### src/rtl/joystick_conditioner.sv
// joystick_conditioner
// Conditions the five raw active-low DB9 joystick lines: 2-FF synchronisation
// into the system clock domain, per-line stable-time debounce, registered
// active-low line outputs, a Kempston-format byte and a one-cycle change strobe.
// Optional autofire modulation of the fire line is compiled in when the macro
// JOY_AUTOFIRE_EN is defined; otherwise the autofire input is ignored.
module joystick_conditioner #(
    parameter int unsigned DEBOUNCE      = 28000,
    parameter int unsigned AUTOFIRE_HALF = 1400000
) (
    input  logic       clk,
    input  logic       rst_n,
    input  logic       joyup,
    input  logic       joydown,
    input  logic       joyleft,
    input  logic       joyright,
    input  logic       joyfire,
    input  logic       autofire,
    output logic       joyup_o,
    output logic       joydown_o,
    output logic       joyleft_o,
    output logic       joyright_o,
    output logic       joyfire_o,
    output logic [7:0] kempston,
    output logic       change
);

    localparam int          NumLines = 5;
    localparam logic [15:0] DebLast  = 16'(DEBOUNCE - 1);

    // Line order matches the Kempston bit order: {fire, up, down, left, right}.
    logic [4:0] raw;
    assign raw = {joyfire, joyup, joydown, joyleft, joyright};

    logic [4:0]  sync1_q;
    logic [4:0]  sync2_q;
    logic [4:0]  state_q;
    logic [4:0]  state_d;
    logic [15:0] cnt_q [NumLines];
    logic [15:0] cnt_d [NumLines];
    logic [4:0]  out_q;
    logic [4:0]  out_d;
    logic        change_q;
    logic        change_d;
    logic        fire_eff_d;

    // Two-flop synchroniser for every raw line; reset to released.
    always_ff @(posedge clk or negedge rst_n) begin
        if (!rst_n) begin
            sync1_q <= '1;
            sync2_q <= '1;
        end else begin
            sync1_q <= raw;
            sync2_q <= sync1_q;
        end
    end

    // Per-line debounce: the state follows the synchronised line only after
    // it has differed for DEBOUNCE consecutive cycles.
    always_comb begin
        state_d = state_q;
        for (int i = 0; i < NumLines; i++) begin
            cnt_d[i] = cnt_q[i];
            if (sync2_q[i] == state_q[i]) begin
                cnt_d[i] = '0;
            end else if (cnt_q[i] == DebLast) begin
                state_d[i] = sync2_q[i];
                cnt_d[i]   = '0;
            end else begin
                cnt_d[i] = cnt_q[i] + 16'd1;
            end
        end
    end

    // Debounce state and counters.
    always_ff @(posedge clk or negedge rst_n) begin
        if (!rst_n) begin
            state_q <= '1;
            for (int i = 0; i < NumLines; i++) begin
                cnt_q[i] <= '0;
            end
        end else begin
            state_q <= state_d;
            for (int i = 0; i < NumLines; i++) begin
                cnt_q[i] <= cnt_d[i];
            end
        end
    end

`ifdef JOY_AUTOFIRE_EN
    localparam logic [23:0] AfLast = 24'(AUTOFIRE_HALF - 1);

    logic [23:0] af_cnt_q;
    logic [23:0] af_cnt_d;
    logic        af_phase_q;
    logic        af_phase_d;

    // Autofire square wave: runs only while requested and fire is held, so
    // the first press phase is always the active one.
    always_comb begin
        af_cnt_d   = af_cnt_q;
        af_phase_d = af_phase_q;
        if (!autofire || state_q[4]) begin
            af_cnt_d   = '0;
            af_phase_d = 1'b0;
        end else if (af_cnt_q == AfLast) begin
            af_cnt_d   = '0;
            af_phase_d = ~af_phase_q;
        end else begin
            af_cnt_d = af_cnt_q + 24'd1;
        end
    end

    // Autofire counter and phase registers.
    always_ff @(posedge clk or negedge rst_n) begin
        if (!rst_n) begin
            af_cnt_q   <= '0;
            af_phase_q <= 1'b0;
        end else begin
            af_cnt_q   <= af_cnt_d;
            af_phase_q <= af_phase_d;
        end
    end

    // Active-low: the line reads released during the off phase.
    assign fire_eff_d = state_d[4] | (autofire & af_phase_d);
`else
    logic unused_autofire;
    assign unused_autofire = autofire;
    assign fire_eff_d      = state_d[4];
`endif

    // Outputs are taken from next-state so they move on the same edge as the
    // debounced state; change flags any bit moving on that edge.
    assign out_d    = {fire_eff_d, state_d[3:0]};
    assign change_d = (out_d != out_q);

    // Registered outputs and change strobe.
    always_ff @(posedge clk or negedge rst_n) begin
        if (!rst_n) begin
            out_q    <= '1;
            change_q <= 1'b0;
        end else begin
            out_q    <= out_d;
            change_q <= change_d;
        end
    end

    assign joyright_o = out_q[0];
    assign joyleft_o  = out_q[1];
    assign joydown_o  = out_q[2];
    assign joyup_o    = out_q[3];
    assign joyfire_o  = out_q[4];
    assign kempston   = {3'b000, ~out_q};
    assign change     = change_q;

endmodule
### config.mk
export PLATFORM = sky130hd
export DESIGN_NAME = joystick_conditioner
export DESIGN_NICKNAME = d
export VERILOG_FILES = /design/src/rtl/joystick_conditioner.sv
export SDC_FILE = /design/constraint.sdc
export NUM_CORES = 1
export LEC_CHECK = 0
export CORE_MARGIN = 5
export CORE_UTILIZATION = 60
export CTS_CLUSTER_SIZE = 20
export DETAILED_ROUTE_END_ITERATION = 16
export GPL_TIMING_DRIVEN = 0
export PLACE_DENSITY = 0.76
export SLEW_MARGIN = 20
export SYNTH_ARGS = -nofsm -noshare
export SYNTH_HDL_FRONTEND = slang
export SYNTH_SLANG_ARGS = --single-unit
### constraint.sdc
create_clock -name clk -period 2.2 [get_ports clk]
set_input_delay 0.22 -clock clk [delete_from_list [all_inputs] [get_ports clk]]
set_output_delay 0.22 -clock clk [all_outputs]
set_load 0.005 [all_outputs]
==> results of run 1 <==
metal layers:
layer / vias to the layer above / share of wire
met5: - / 0
met1: 1571 / 0.49
met4: 0 / 0.015
met3: 10 / 0.023
met2: 33 / 0.47
li1: 1618 / -
critical path: cells and delay by family (launching register included):
kind	cells	cell delay [ps]
adders and majority gates	1	250
and+or+nand+nor	4	1000
DFF	1	410
buffers and inverters	1	270
cell families after synthesis:
logic type / after synthesis / share of synthesized area
buf+inv: 29 / 0.0327
mux: 1 / 0.00247
compound gates: 33 / 0.0426
fa+ha+maj: 5 / 0.0137
flops: 96 / 0.532
other cells: 1 / 0.000824
simple gates: 222 / 0.257
xor+xnor: 62 / 0.119
stage by stage:
stage                util  hold WS, ps  TNS [ps]  setup slack, ps  total power [W]
floorplan               -        -75.6         0              371          0.00193
global placement    0.662          345   -223660            -2510          0.00200
detailed placement  0.666          101         0              114          0.00201
finish              0.703          274         0              152          0.00338
global route        0.703          252     -24.5            -12.6          0.00352
CTS                 0.702          258         0             96.6          0.00342
registers in the layout, indices dropped and copies added, names as in the netlist:
signal / count
change: 1
cnt_q: 80
out_q: 5
sync1_q: 5
sync2_q: 5
layout make-up:
cell class | instances | area, µm² | share of cell area
clock buffers | 11 | 151 | 0.0294
well taps | 99 | 124 | 0.0241
multi-input cells | 326 | 2000 | 0.388
inverters | 18 | 67.6 | 0.0131
flip-flops and latches | 96 | 2420 | 0.470
repair buffers | 19 | 209 | 0.0406
clock inverters | 5 | 103 | 0.0199
plain buffers | 10 | 77.6 | 0.0151
power by group:
part	total (W)	leakage, nW	switching [W]	internal, W
sequential	0.00183	1.28	0.0000285	0.00180
combinational	0.000141	0.648	0.0000866	0.0000547
clock	0.00141	0.126	0.000594	0.000816
cell usage in the layout, fill, tap and decap left out, types with 4 or more instances in the layout:
| cell | instances |
|---|---|
| o31ai_1 | 8 |
| clkdlybuf4s50_1 | 16 |
| nor4_1 | 15 |
| nor2_1 | 71 |
| o21ai_0 | 9 |
| dfstp_2 | 15 |
| nand3_1 | 24 |
| and4_1 | 4 |
| and3_1 | 5 |
| inv_1 | 18 |
| xor2_1 | 29 |
| buf_4 | 5 |
| a21oi_1 | 14 |
| dfrtp_1 | 81 |
| nor3_1 | 5 |
| ha_1 | 5 |
| nand4_1 | 24 |
| clkbuf_8 | 11 |
| xnor2_1 | 33 |
| nand2_1 | 33 |
| or3_1 | 12 |
| or4_1 | 8 |
timing repair:
action / 4_1_cts / 5_1_grt
hold buffers: 1 / 0
resized for setup: 0 / 1
setup endpoints to repair: 0 / 12
endpoints found under the hold margin: 25 / 0
worst min-delay path by stage:
stage | slack, ps | from | endpoint | depth (start not counted)
finish | 270 | joyright | sync1_q[0] | 1
global route | 250 | joyright | sync1_q[0] | 1
CTS | 260 | joyright | sync1_q[0] | 1
detailed placement | 100 | rst_n | cnt_q[76] | 1
global placement | 350 | sync1_q[2] | sync2_q[2] | 0
floorplan | -80 | rst_n | change | 0
==> impl_metrics.tcl, run 1 <==
set metrics [dict create \
    hpwl_um 5700 \
    wl_per_cell_um 14.1 \
    hold_viol_final 0 \
    avgSynthCellArea_um2 10.1 \
    max_stage_delay_ps 450 \
    startpoint_type "flip-flop" \
    finalNonFillerCells 584 \
    ir_worst_vdd_v 0.000391 \
    drive_gt1_frac 0.107 \
    maxCapViolations 0 \
    finalClockSkew_ps 13.3 \
    ys_top_cells_by_area "dfrtp_1, dfstp_2, xnor2_1" \
    end_kind "flip-flop" \
    die_x_um 97.1 \
    fp.dieArea_mm2 0.00943 \
    drc 0 \
    synth_top_cell_area_share 0.445 \
    clk_pin_slew_ps 100 \
    place_area_mm2 0.00488 \
    fillers 552 \
    ys_top_cells_by_count "dfrtp_1, nor2_1, nand2_1, xnor2_1, xor2_1" \
    met1_usage 0.263 \
    synthArstFlopShare 1.00 \
    yosysWarnings 0 \
    yosys.cell_types.count 42 \
    post_cts_buffers 0 \
    via_per_inst 5.53 \
    slew-limit-headroom 0.629 \
    grt_pass1_vias 3249 \
    grtUsageTotal 0.186 \
    leakagePower_nw 2.05 \
    power_density_mw_per_mm2 657 \
    r2r_slack_ps 150 \
    diodes 0 \
    cts_sinks 96 \
    cts_root_buf "clkbuf_8" \
    grtUsageMet3 0.0294 \
    initial_core_util 0.621 \
    synthToLayoutAreaGrowth_pct 13.1 \
    core_mm2 0.00733 \
    min_path_type "in2reg" \
    ys.flop_type "dfrtp_1" \
    cts_buffers 9 \
    numPortBuffers 17 \
    first_pass_iters 4 \
    tightest_slew_ps 552 \
    synth_area_leader_cell "dfrtp_1" \
    cts_buffer_depth 2 \
    dp_cells 568 \
    slowest_stage "nor4_2" \
    finalSetupViolCount 0 \
    gp_congestion 0.841 \
    clk_latency_ps 350 \
    crit_chain "ha_1, nand4bb_1, nor4_2, nand2b_1, buf_2, nor2_1" \
    timing.reg2reg.worst_path_depth 6 \
    vias 3232 \
    initialDrtViolationCount 98 \
    final.min_clock_period_ps 2050 \
    grt_overflow 0 \
    grt_antenna_before_repair 0 \
    use_met2 0.290 \
    cp_max_fo 10 \
    fmax_mhz 488 \
    grt_max_degree 72 \
    io_pins 22 \
    crit_start "cnt_q[64]" \
    postRouteAntennaNets 0 \
    required_ps 2430 \
    critical_path_class "reg2reg" \
    endpoint "cnt_q[73]" \
    r2r-end "cnt_q[73]" \
    grt_pass1_wl_um 14700 \
    rows 31 \
    synth_most_common_cell "dfrtp_1" \
    slew_violations 0 \
    ys_ff_latch 96 \
    cts_max_level 3 \
    nets 493 \
    period_share 0.931 \
    arrival_ps 2280 \
    die_height_um 97.1 \
    busiest_layer "met2" \
    synth_area_mm2 0.00455 \
    synth_edf_count 0 \
    syn_inst 449 \
    run_status "completed" \
    drt-total-wl_um 8240 \
    r2r-start "cnt_q[64]" \
    seq_area_frac_synth 0.532 \
    post-route-cell-area_mm2 0.00515 \
    cts_tree "done" \
]
No activity file was read; power rests on OpenSTA's default activity.
==> run 2: changes to the inputs <==
GPL_ROUTABILITY_DRIVEN = 0   (was unset)
clock period = 2.1 ns   (was 2.2 ns; I/O delays follow)
==> impl_metrics.tcl, run 2 (synthesis results as in run 1) <==
set metrics [dict create \
    grt_antenna_before_repair 0 \
    startpoint_type "flip-flop" \
    hold_depth 1 \
    period_share 0.947 \
    timing.reg2reg.worst_path_depth 6 \
    drive_gt1_frac 0.111 \
    cts_tree "done" \
    fp.dieArea_mm2 0.00943 \
    clk_latency_ps 350 \
    clk_pin_slew_ps 80 \
    power_w 0.00354 \
    leakagePower_nw 2.07 \
    finalSetupViolCount 0 \
    maxCapViolations 0 \
    wl_per_cell_um 14.0 \
    hold_viol_final 0 \
    hpwl_um 5700 \
    io_pins 22 \
    end_kind "flip-flop" \
    slew_violations 0 \
    finalClockSkew_ps 14.1 \
    cp_max_fo 10 \
    fmax_mhz 503 \
    core_mm2 0.00733 \
    final_core_util 0.706 \
    regMostFlops "cnt_q" \
    mostFrequentLayoutCell "dfrtp_1" \
    drc 0 \
    cts_max_level 3 \
    cts_sinks 96 \
    initialDrtViolationCount 94 \
    tightest_slew_ps 536 \
    grt_pass1_vias 3244 \
    drt-total-wl_um 8190 \
    vias 3232 \
    required_ps 2340 \
    synthToLayoutAreaGrowth_pct 13.7 \
    power_density_mw_per_mm2 683 \
    grt_overflow 0 \
    slew-limit-headroom 0.639 \
    run_status "completed" \
    finalSetupTns_ps 0 \
    first_pass_iters 4 \
    numPortBuffers 17 \
    final.min_clock_period_ps 1990 \
    initial_core_util 0.621 \
    rsz0062_at_grt "no" \
    arrival_ps 2230 \
    grt_pass1_wl_um 14800 \
    die_height_um 97.1 \
    cts_buffers 9 \
    largest_reg_flops 80 \
    postRouteAntennaNets 0 \
    hold_slack_ps 267 \
    min_path_type "in2reg" \
    nets 494 \
    rows 31 \
    cts_buffer_depth 2 \
    diodes 0 \
    critical_path_class "reg2reg" \
    die_x_um 97.1 \
    grt_max_degree 72 \
    mostFrequentLayoutCells "dfrtp_1, nor2_1, nand2_1, xnor2_1, xor2_1" \
    cts_root_buf "clkbuf_8" \
    via_per_inst 5.52 \
    grtUsageTotal 0.188 \
    ir_worst_vdd_v 0.000409 \
]
-- run 2: cell count changes in the layout (fill, tap and decap cells not counted) --
cell,change
clkbuf_2,+1
nand2b_1,-1
nand2b_2,+1
nor4_2,-2
nor4_4,+2
-- run 2: worst paths after layout --
check | start | to | slack (ps)
setup / recovery | cnt_q[44] | cnt_q[43] | 110
setup reg to reg | cnt_q[44] | cnt_q[43] | 110
max in group asynchronous | rst_n | sync2_q[3] | 1160
hold / removal | joyright | sync1_q[0] | 270
min in group asynchronous | rst_n | cnt_q[76] | 280
hold reg to reg | sync1_q[2] | sync2_q[2] | 360
-- run 2: repair_timing --
item                                   in CTS  in global routing
cloned                                      0                  0
buffers inserted                            0                  0
gates resized for setup                     1                  5
endpoints found under the hold margin      25                  0
hold buffers                                1                  0
setup endpoints to repair                   2                 30
-- run 2: where the power goes --
part / internal [W] / total (W) / switching [W] / leakage (nW)
clock network: 0.000854 / 0.00147 / 0.000615 / 0.126
logic: 0.0000582 / 0.000149 / 0.0000909 / 0.669
registers: 0.00189 / 0.00192 / 0.0000301 / 1.28
total: 0.00280 / 0.00354 / 0.000736 / 2.07
-- run 2: worst max-delay path, stage by stage, from the launching register on --
cell and delay [ps]:
dfrtp_1 410, or4b_1 540, nor4_2 420, or2_0 170
buf_4 150, buf_6 140, nor2_1 50
-- run 2: layout make-up --
| cell class | instances | area (µm²) |
|---|---|---|
| Fill cell | 549 | 2160 |
| Buffer | 11 | 82.6 |
| Multi-Input combinational cell | 326 | 2020 |
| Tap cell | 99 | 124 |
| Timing Repair Buffer | 19 | 209 |
| Clock buffer | 11 | 151 |
| Clock inverter | 5 | 103 |
| Inverter | 18 | 67.6 |
| Sequential cell | 96 | 2420 |
-- run 2: layer usage --
metal  GRT usage  up-vias  part of all wire  routed length (µm)
met3      0.0294       10             0.024                 195
met1       0.265     1566              0.50                4060
li1            -     1619                 -                   -
met4      0.0691        0             0.015                 120
met5           0        -                 0                   0
met2       0.294       37              0.47                3820
-- run 2: per-stage QoR --
| stage | setup WS, ps | cell area, µm² | cells |
|---|---|---|---|
| 3_3_place_gp | -2600 | 4850 | 567 |
| 3_5_place_dp | 14.1 | 4880 | 568 |
| 2_1_floorplan | 271 | 4560 | 451 |
| 6_report | 111 | 5170 | 585 |
| 5_1_grt | 2.69 | 5170 | 585 |
| 4_1_cts | 56.8 | 5150 | 585 |
==> run 3: changes to the inputs <==
CORE_UTILIZATION = 62   (was 60)
CTS_BUF_LIST = sky130_fd_sc_hd__clkbuf_8   (was unset)
CTS_CLUSTER_DIAMETER = 200   (was unset)
PLACE_DENSITY = 0.79   (was 0.76)
==> impl_metrics.tcl, run 3 (synthesis results as in run 1) <==
set metrics [dict create \
    required_ps 2350 \
    post_cts_buffers 0 \
    synthToLayoutAreaGrowth_pct 12.7 \
    cp_max_fo 10 \
    ir_worst_vdd_v 0.000473 \
    postRouteAntennaNets 0 \
    period_share 0.948 \
    first_pass_iters 5 \
    cts_max_level 3 \
    slew-limit-headroom 0.624 \
    numPortBuffers 17 \
    regMostFlops "cnt_q" \
    grtUsageTotal 0.211 \
    die_x_um 95.7 \
    clk_latency_ps 350 \
    via_per_inst 5.67 \
    tightest_slew_ps 559 \
    largest_reg_flops 80 \
    fin_ws_ps 109 \
    path_buf_inv 2 \
    cts_sinks 96 \
    cts_tree "done" \
    grt_antenna_before_repair 0 \
    run_status "completed" \
    post-route-cell-area_mm2 0.00513 \
    slowest_stage "or4b_1" \
    wl_per_cell_um 14.4 \
    mostFrequentLayoutCells "dfrtp_1, nor2_1, nand2_1, xnor2_1, xor2_1" \
    vias 3316 \
    initial_core_util 0.631 \
    grt_pass1_vias 3305 \
    startpoint_type "flip-flop" \
    power_w 0.00327 \
    cpLargestDelayFamily "simple AND/OR/NAND/NOR gates" \
    fmax_mhz 502 \
    initialDrtViolationCount 117 \
    drt-total-wl_um 8430 \
    r2r_slack_ps 110 \
    grt_max_degree 71 \
    dp_slack_ps -13.6 \
    fp.dieArea_mm2 0.00916 \
    mostFrequentLayoutCell "dfrtp_1" \
    clk_pin_slew_ps 80 \
    core_mm2 0.00721 \
    crit_chain "or4b_1, nor4_4, or2_1, buf_2, buf_4, nor2_1" \
    seqCellArea_mm2 0.00242 \
    grt_overflow 0 \
    min_path_type "in2reg" \
    finalSetupViolCount 0 \
    maxCapViolations 0 \
    io_pins 22 \
    hpwl_um 5930 \
    finalClockSkew_ps 11.5 \
    arrival_ps 2240 \
    nets 494 \
    power_density_mw_per_mm2 638 \
    multi_input_area_mm2 0.00203 \
    die_height_um 95.7 \
    slew_violations 0 \
    rows 31 \
    leakagePower_nw 2.07 \
    drive_gt1_frac 0.105 \
    cts_root_buf "clkbuf_8" \
    cts_buffers 9 \
    hold_viol_final 0 \
    fillers 559 \
    critical_path_class "reg2reg" \
    place_area_mm2 0.00488 \
    max_stage_delay_ps 570 \
    diodes 0 \
    cts_buffer_depth 2 \
    grt_pass1_wl_um 15100 \
    drc 0 \
    end_kind "flip-flop" \
    final.min_clock_period_ps 1990 \
]
[run 3: routing by layer]
layer	track usage	wire length, µm	vias up
li1	-	-	1617
met1	0.288	3870	1624
met2	0.340	4130	63
met3	0.0344	295	12
met5	0	0	-
met4	0.0829	138	0
[run 3: repair_timing]
item                       4_1_cts  5_1_grt
hold endpoints to repair        26        0
setup endpoints to repair       10       39
hold buffers                     1        0
pin swaps                        0        0
resized for setup                1        6
[run 3: stage by stage]
step	utilization	TNS [ps]	instances	hold slack (ps)
after global routing	0.711	-1.16	585	241
after detailed placement	0.677	-49.7	568	96.7
final	0.711	0	585	258
after global placement	0.673	-234320	567	345
after floorplan	-	0	451	-85.6
after CTS	0.707	0	585	243
[run 3: final timing paths]
kind	start	endpoint	cells past startpoint
worst max-delay path	cnt_q[9]	cnt_q[10]	6
worst min-delay path	joydown	sync1_q[2]	1
worst max register to register	cnt_q[9]	cnt_q[10]	6
worst min register to register	sync1_q[3]	sync2_q[3]	0
max in group asynchronous	rst_n	sync1_q[3]	3
min in group asynchronous	rst_n	cnt_q[61]	2
[run 3: cell type report]
type | instances | area share
flip-flops and latches | 96 | 0.472
multi-input cells | 326 | 0.395
repair buffers | 19 | 0.0407
clock buffers | 11 | 0.0295
well taps | 99 | 0.0241
plain buffers | 11 | 0.0161
inverters | 18 | 0.0132
clock inverters | 5 | 0.00951
[run 3: power by group]
part           total (W)  switching [W]  internal [W]  leakage [nW]
Sequential       0.00192      0.0000293       0.00189          1.28
Clock            0.00120       0.000601      0.000604         0.109
Combinational   0.000152      0.0000931     0.0000587         0.685
Total            0.00327       0.000723       0.00255          2.07
